[src/rtl/gate_reduce_seq.sv]
// gate_reduce_seq: folds a multi-beat frame of WIDTH-bit words with a
// run-time selected gate op (AND/OR/XOR and their inversions) and emits one
// result word per frame over a valid/ready stream.
module gate_reduce_seq #(
  parameter int WIDTH  = 8,
  parameter int MAXLEN = 16
) (
  input  logic                         clk,
  input  logic                         rst,
  input  logic [2:0]                   op,
  input  logic [WIDTH-1:0]             A,
  input  logic                         in_valid,
  input  logic                         in_last,
  output logic                         in_ready,
  output logic [WIDTH-1:0]             Y,
  output logic [$clog2(MAXLEN+1)-1:0]  beats,
  output logic                         ovf,
  output logic                         out_valid,
  input  logic                         out_ready
);

  localparam int CW = $clog2(MAXLEN + 1);

  typedef enum logic [1:0] {
    ST_IDLE = 2'd0,
    ST_ACC  = 2'd1,
    ST_HOLD = 2'd2
  } state_t;

  // Per-beat fold uses only the base gate; the inverting ops share it and
  // apply their inversion once to the final result.
  function automatic logic [WIDTH-1:0] fold_word(input logic [2:0] sel,
                                                 input logic [WIDTH-1:0] a,
                                                 input logic [WIDTH-1:0] b);
    logic [WIDTH-1:0] r;
    case (sel)
      3'd1, 3'd4: r = a | b;
      3'd2, 3'd5: r = a ^ b;
      default:    r = a & b;
    endcase
    return r;
  endfunction

  // Converts the accumulated base-gate value into the frame result.
  function automatic logic [WIDTH-1:0] finalize(input logic [2:0] sel,
                                                input logic [WIDTH-1:0] a);
    logic [WIDTH-1:0] r;
    case (sel)
      3'd3, 3'd4, 3'd5: r = ~a;
      default:          r = a;
    endcase
    return r;
  endfunction

  state_t            state_r;
  logic [WIDTH-1:0]  acc_r;
  logic [2:0]        op_r;
  logic [CW-1:0]     cnt_r;
  logic [WIDTH-1:0]  y_r;
  logic [CW-1:0]     beats_r;
  logic              ovf_r;
  logic              out_valid_r;

  logic              in_ready_s;
  logic              accept_s;
  logic [WIDTH-1:0]  acc_next_s;
  logic [CW-1:0]     cnt_next_s;
  logic              close_s;

  // Ready depends only on state; next accumulator/count for the ACC state.
  always_comb begin
    in_ready_s = 1'b0;
    case (state_r)
      ST_IDLE: in_ready_s = 1'b1;
      ST_ACC:  in_ready_s = 1'b1;
      default: in_ready_s = 1'b0;
    endcase
    accept_s   = in_valid & in_ready_s;
    acc_next_s = fold_word(op_r, acc_r, A);
    cnt_next_s = cnt_r + CW'(1);
    if (in_last || (cnt_next_s == CW'(MAXLEN))) begin
      close_s = 1'b1;
    end else begin
      close_s = 1'b0;
    end
  end

  // Frame FSM: accumulate beats, latch the result, hold until consumed.
  always_ff @(posedge clk) begin
    if (rst) begin
      state_r     <= ST_IDLE;
      acc_r       <= '0;
      op_r        <= 3'd0;
      cnt_r       <= '0;
      y_r         <= '0;
      beats_r     <= '0;
      ovf_r       <= 1'b0;
      out_valid_r <= 1'b0;
    end else begin
      case (state_r)
        ST_IDLE: begin
          if (accept_s) begin
            acc_r <= A;
            op_r  <= op;
            cnt_r <= CW'(1);
            if (in_last) begin
              state_r     <= ST_HOLD;
              y_r         <= finalize(op, A);
              beats_r     <= CW'(1);
              ovf_r       <= 1'b0;
              out_valid_r <= 1'b1;
            end else begin
              state_r <= ST_ACC;
            end
          end
        end
        ST_ACC: begin
          if (accept_s) begin
            acc_r <= acc_next_s;
            cnt_r <= cnt_next_s;
            if (close_s) begin
              state_r     <= ST_HOLD;
              y_r         <= finalize(op_r, acc_next_s);
              beats_r     <= cnt_next_s;
              ovf_r       <= ~in_last;
              out_valid_r <= 1'b1;
            end
          end
        end
        ST_HOLD: begin
          if (out_ready) begin
            state_r     <= ST_IDLE;
            out_valid_r <= 1'b0;
            ovf_r       <= 1'b0;
          end
        end
        default: begin
          state_r     <= ST_IDLE;
          out_valid_r <= 1'b0;
          ovf_r       <= 1'b0;
        end
      endcase
    end
  end

  assign in_ready  = in_ready_s;
  assign Y         = y_r;
  assign beats     = beats_r;
  assign ovf       = ovf_r;
  assign out_valid = out_valid_r;

endmodule

[config.mk]
export PLATFORM = sky130hd
export DESIGN_NAME = gate_reduce_seq
export DESIGN_NICKNAME = d
export VERILOG_FILES = /design/src/rtl/gate_reduce_seq.sv
export SDC_FILE = /design/constraint.sdc
export NUM_CORES = 1
export LEC_CHECK = 0
export CORE_UTILIZATION = 30
export DETAILED_ROUTE_END_ITERATION = 16
export PLACE_DENSITY_LB_ADDON = 0.3
export SETUP_SLACK_MARGIN = 0.2
export SLEW_MARGIN = 20
export SYNTH_ARGS = -nofsm -noshare
export SYNTH_HDL_FRONTEND = slang
export SYNTH_SLANG_ARGS = --single-unit
[constraint.sdc]
create_clock -name clk -period 2.5 [get_ports clk]
set_input_delay 0.625 -clock clk [delete_from_list [all_inputs] [get_ports clk]]
set_output_delay 0.625 -clock clk [all_outputs]
set_load 0.005 [all_outputs]
== Word-level counts from Yosys, hierarchy flattened ==
Cells that the tools add are included.

* Register bits: 33
* Input bits: 16
* Output and inout bits: 16
* Word-level logic and storage cells: 83

* Add/sub/neg operators: 1
* Eq/ne operators: 16
* Muxes and demuxes: 38
* Bitwise gates (word level): 7
* Reduce and logical (&&, ||, !) cells: 13

{| class="wikitable"
|+ Operator list
! operator !! number
|-
| 8-bit two-way mux || 8
|-
| 8-bit one-hot mux with 2 select lines || 3
|-
| 5-bit two-way mux || 6
|-
| 5-bit one-hot mux with 2 select lines || 2
|-
| 8-bit inverter || 2
|-
| 3-bit equality test (second input constant) || 4
|-
| 1-bit two-way mux || 11
|-
| 2-bit two-way mux || 5
|-
| 2-bit != test (second input constant) || 5
|-
| 5-bit AND reduction || 2
|-
| 3-bit by 2-bit equality test with 1-bit output (second input constant) || 3
|-
| 8-bit AND || 1
|-
| 8-bit bitwise OR || 1
|-
| 8-bit bitwise XOR || 1
|-
| 1-bit one-hot mux with 3 select lines || 2
|-
| 2-bit one-hot mux with 3 select lines || 1
|-
| 2-bit OR reduction || 3
|-
| 3-bit OR reduction || 2
|-
| 5-bit by 1-bit adder with 5-bit output (second input constant) || 1
|-
| 5-bit equality test (second input constant) || 1
|-
| 4-bit AND reduction || 1
|-
| 3-bit by 1-bit equality test with 1-bit output (second input constant) || 1
|-
| 3-bit AND reduction || 1
|-
| 2-bit by 1-bit equality test with 1-bit output (second input constant) || 1
|-
| other kinds (7) || 7
|}

== Longest topological paths before layout ==
* Depth after elaboration: 8
* Depth in mapped cells: 7
* Mapped depth without buffers: 7

== Worst setup path before layout ==
Ideal clock, no wire load.

* Path type: input -> register
* From: input A[2]
* To: register y_r[2] (netlist: Y[2])
* Setup time: 0.091 ns
* Data arrival time: 1.828 ns
* Data required time: 2.409 ns
* Setup slack: 0.581 ns
* Stages on the path: 7
* Path buffers: 0
* Cells stage by stage: inv_1 ha_1 or3_1 o211ai_1 o211ai_1 mux2i_1 a311oi_1

* Word-level cells in the longest chain between the ends: 7
* Elaborated cells between the ends (all ways): 13
* Those cells by class: mux (8); bitwise (5)

{| class="wikitable"
|+ RTL lines
! element !! line !! RTL
|-
| from (decl) || 11 || <nowiki>input logic [WIDTH-1:0] A,</nowiki>
|-
| 8-bit AND, or another cell as far along || 39 || <nowiki>default: r = a & b;</nowiki>
|-
| 8-bit one-hot mux with 2 select lines || 36 || <nowiki>case (sel)</nowiki>
|-
| 8-bit inverter || 49 || <nowiki>3'd3, 3'd4, 3'd5: r = ~a;</nowiki>
|-
| 8-bit two-way mux || 48 || <nowiki>case (sel)</nowiki>
|-
| 8-bit two-way mux || 121 || <nowiki>if (close_s) begin</nowiki>
|-
| 8-bit two-way mux || 118 || <nowiki>if (accept_s) begin</nowiki>
|-
| 8-bit one-hot mux with 2 select lines * || 100 || <nowiki>case (state_r)</nowiki>
|-
| to (signal assigned) || 108 || <nowiki>y_r <= finalize(op, A);</nowiki>
|-
| to (signal assigned) || 123 || <nowiki>y_r <= finalize(op_r, acc_next_s);</nowiki>
|-
| to (decl) || 59 || <nowiki>logic [WIDTH-1:0] y_r;</nowiki>
|}

Mark *: on every way between the ends. The rest lies on a longest branch, timed or not. The select of a mux whose other input is x is not followed.
A chain may end at the register's enable or synchronous reset.

== Worst setup path in the final report ==
* From: input A[3]
* To: register y_r[3] (netlist: Y[3])

The elaborated chain is that of the path after synthesis.

==> results.ini <==
[outcome]
status=completed

[clock_network]
postCtsSetupBuffers=0
htree_levels=2
root_buffer=clkbuf_8
clk_path_buf_depth=2
clock_sinks=33
cts_tree=done
clk_pin_slew_worst_paths_ns=0.07
cts_inserted_buffers=5
clk_latency_ns=0.29
hold_buffers=0

[pwr]
p_sw_w=0.0004630
p_seq_share_pct=41.9
p_leak_nw=1.167
ir_drop_uv=191.9
p_comb_share_pct=30.0
intPower_w=0.0009611
p_clk_share_pct=28.2
p_per_area_nw_per_um2=478.2
swShare_pct=32.51

[logic_synthesis]
synth_compound_area_share_pct=25.64
synth_seq_cells=33
async_reset_ff_share_pct=0
yosysSeqAreaShare_pct=27.46
syn_inst=298
yosys.area.top_type=dfxtp_1
synth_top_area_share_pct=27.46
ys.flop_type=dfxtp_1
ys_types=47
synth.area.mux_share_pct=4.732
synthAdderAreaFrac_pct=8.840
yosysMostFrequentCell=dfxtp_1
ys_warn_count=0
syn_nets=331
synthSimpleGateAreaFrac_pct=22.26
avgSynthCellArea_um2=8.074
syn_area_um2=2406
synth_xor_area_share_pct=4.004
synth_top_family_by_area=compound AO/OA/AOI/OAI gates
ys_top_cells_by_area=dfxtp_1 27%, ha_1 8.8%, a21oi_1 5.0%
synth_edf_count=0
netlist_top_cells_count=33 x dfxtp_1, 31 x nand2_1, 27 x nor2_1

[timing]
hold_violations=0
slew-limit-headroom_pct=60.43
hold-worst-slack_ns=0.4736
setup_viol=0
rsz0062_at_grt=no
tns_ns=0
min_period_over_period_pct=88.23
finalClockSkew_ns=0.006630
fmax_mhz=453.4
worst_pin_slew_ns=0.5921
setup_ws_ns=0.2943
final_max_slew_viol_count=0
timing.final.crit_period_ns=2.206

[worst_setup_path]
critPathKind=input port to flip-flop
critPathMaxFanout=2
cp_data_arrival_time_ns=2.40
crit_path_top_delay_cell=clkdlybuf4s50_1
critPathLaunchType=input port
crit_path_max_incr_delay_ns=0.47
cpMostUsedCell=o211ai_1
cp_num_buf_inv=2
path_delay_family=buffers and inverters
critPathCaptureType=flip-flop
crit_required_ns=2.70
crit_path_cell_trace=clkdlybuf4s50_1, inv_1, ha_1, or3_1, o211ai_1, o211ai_1, mux2i_1, a311oi_1

[final_layout]
fin_nets=368
syn_to_final_growth_pct=23.77
stdcell_count=438
layout-drive-gt1-share_pct=13.10
antennaDiodeCount=0
stdcell_area_um2=2978

[placement]
placedCellCount=430
port_buffers=31
dpl.hpwl_mm=4.505
placed_area_um2=2893
preCtsSetupSlack_ns=-0.02094
place_congestion=0.7381

[floorplan]
core_area_um2=7727
die_w_um=91.56
die_area_um2=8382
start_util_pct=31.14
dieHeight_um=91.56
placementRows=32
ios=32

[detailed_routing]
num_vias=2230
first_iter_violations=99
drt-pass1-iter-count=4
wl_per_cell_um=14.61
drc=0
drtAntennaViolNets=0
viasPerCell=5.091
wl_mm=6.397

[global_route]
grt-ovfl-total=0
antenna_found_initial=0
grt_usage_pct=16.29
grt_max_degree=34
grt_pass1_wl_mm=10.85
grt_pass1_vias=2238

[hold_path]
hold_path.class=flip-flop to flip-flop

[run]
maxCapViolCount=0

[flip-flops by register name, indices dropped and copies added, names as in the netlist]
name and count:
ovf 1, Y 8, out_valid 1, acc_r 8, state_r 2, beats 5
cnt_r 5, op_r 3
[timing repair]
item	4_1_cts	5_1_grt
endpoints found under the hold margin	0	0
endpoints found under the setup margin	0	3
resized for setup	0	2
[kinds of logic after synthesis]
group | Yosys count
XOR/XNOR | 11
flip-flops | 33
AO/OA/AOI/OAI | 83
multiplexers | 11
buffers and inverters | 37
AND/OR/NAND/NOR | 106
adder cells (fa/ha/maj) | 17
[area by class of cell]
class | instances | area, um^2
fillers | 813 | 4750
multi-input cells | 228 | 1575
flip-flops and latches | 33 | 660.6
repair buffers | 50 | 467.9
well taps | 102 | 127.6
clock buffers | 6 | 72.57
inverters | 17 | 63.81
clock inverters | 2 | 10.01
[metrics by stage]
stage | util [%] | total power [W]
floorplan | - | 0.0008854
global placement | 37.44 | 0.001027
detailed placement | 37.44 | 0.001034
CTS | 38.50 | 0.001445
global route | 38.54 | 0.001510
finish | 38.54 | 0.001424
[worst register-to-register path: cells and delay by family, from the launching register on]
kind / cells / cell delay (ns)
DFF: 1 / 0.63
and+or+nand+nor: 2 / 0.61
AOI/OAI and AO/OA: 2 / 0.45
muxes: 1 / 0.18
[power groups by stage]
stage          Combinational [W]  Sequential (W)  Clock, W
5_1_grt                 0.000472        0.000602  0.000436
2_1_floorplan           0.000294        0.000591         0
3_5_place_dp            0.000426        0.000608         0
4_1_cts                 0.000429        0.000596  0.000421
3_3_place_gp            0.000420        0.000607         0
6_report                0.000427        0.000596  0.000401
[layer usage]
metal  track usage, %  part of all wire (%)  vias to the layer above
li1                 -                     -                     1120
met1            20.85                    47                     1069
met2            27.76                    48                       35
met3            3.015                   3.3                        6
met4            4.497                  0.89                        0
met5                0                     0                        -
[final timing paths]
kind                                from        to  slack [ns]  depth (start not counted)
worst max-delay path                A[3]      Y[3]        0.29                          8
worst max register to register   op_r[2]      Y[1]        0.54                          5
worst min register to register  beats[2]  beats[2]        0.47                          2
worst min-delay path            beats[2]  beats[2]        0.47                          2
[cells in the final DEF (no fill, tap or decap), types with 2 or more instances in the layout]
master / count
o221ai_1: 3
nand3_1: 5
clkinv_2: 2
a21o_1: 5
o21ai_1: 2
mux2i_1: 10
nand2b_1: 4
nor2_1: 27
clkdlybuf4s50_1: 30
o21ai_0: 13
nor2b_1: 18
nand2_1: 31
nor3b_1: 5
xor2_1: 3
clkbuf_8: 5
a21oi_1: 24
a311oi_2: 4
a311oi_1: 5
o211ai_1: 9
ha_1: 17
or3_1: 4
o211ai_2: 5
o32a_1: 5
inv_1: 17
a31oi_1: 2
xnor2_1: 8
or2_2: 2
buf_4: 18
dfxtp_1: 33
No activity file was read; power rests on OpenSTA's default activity.
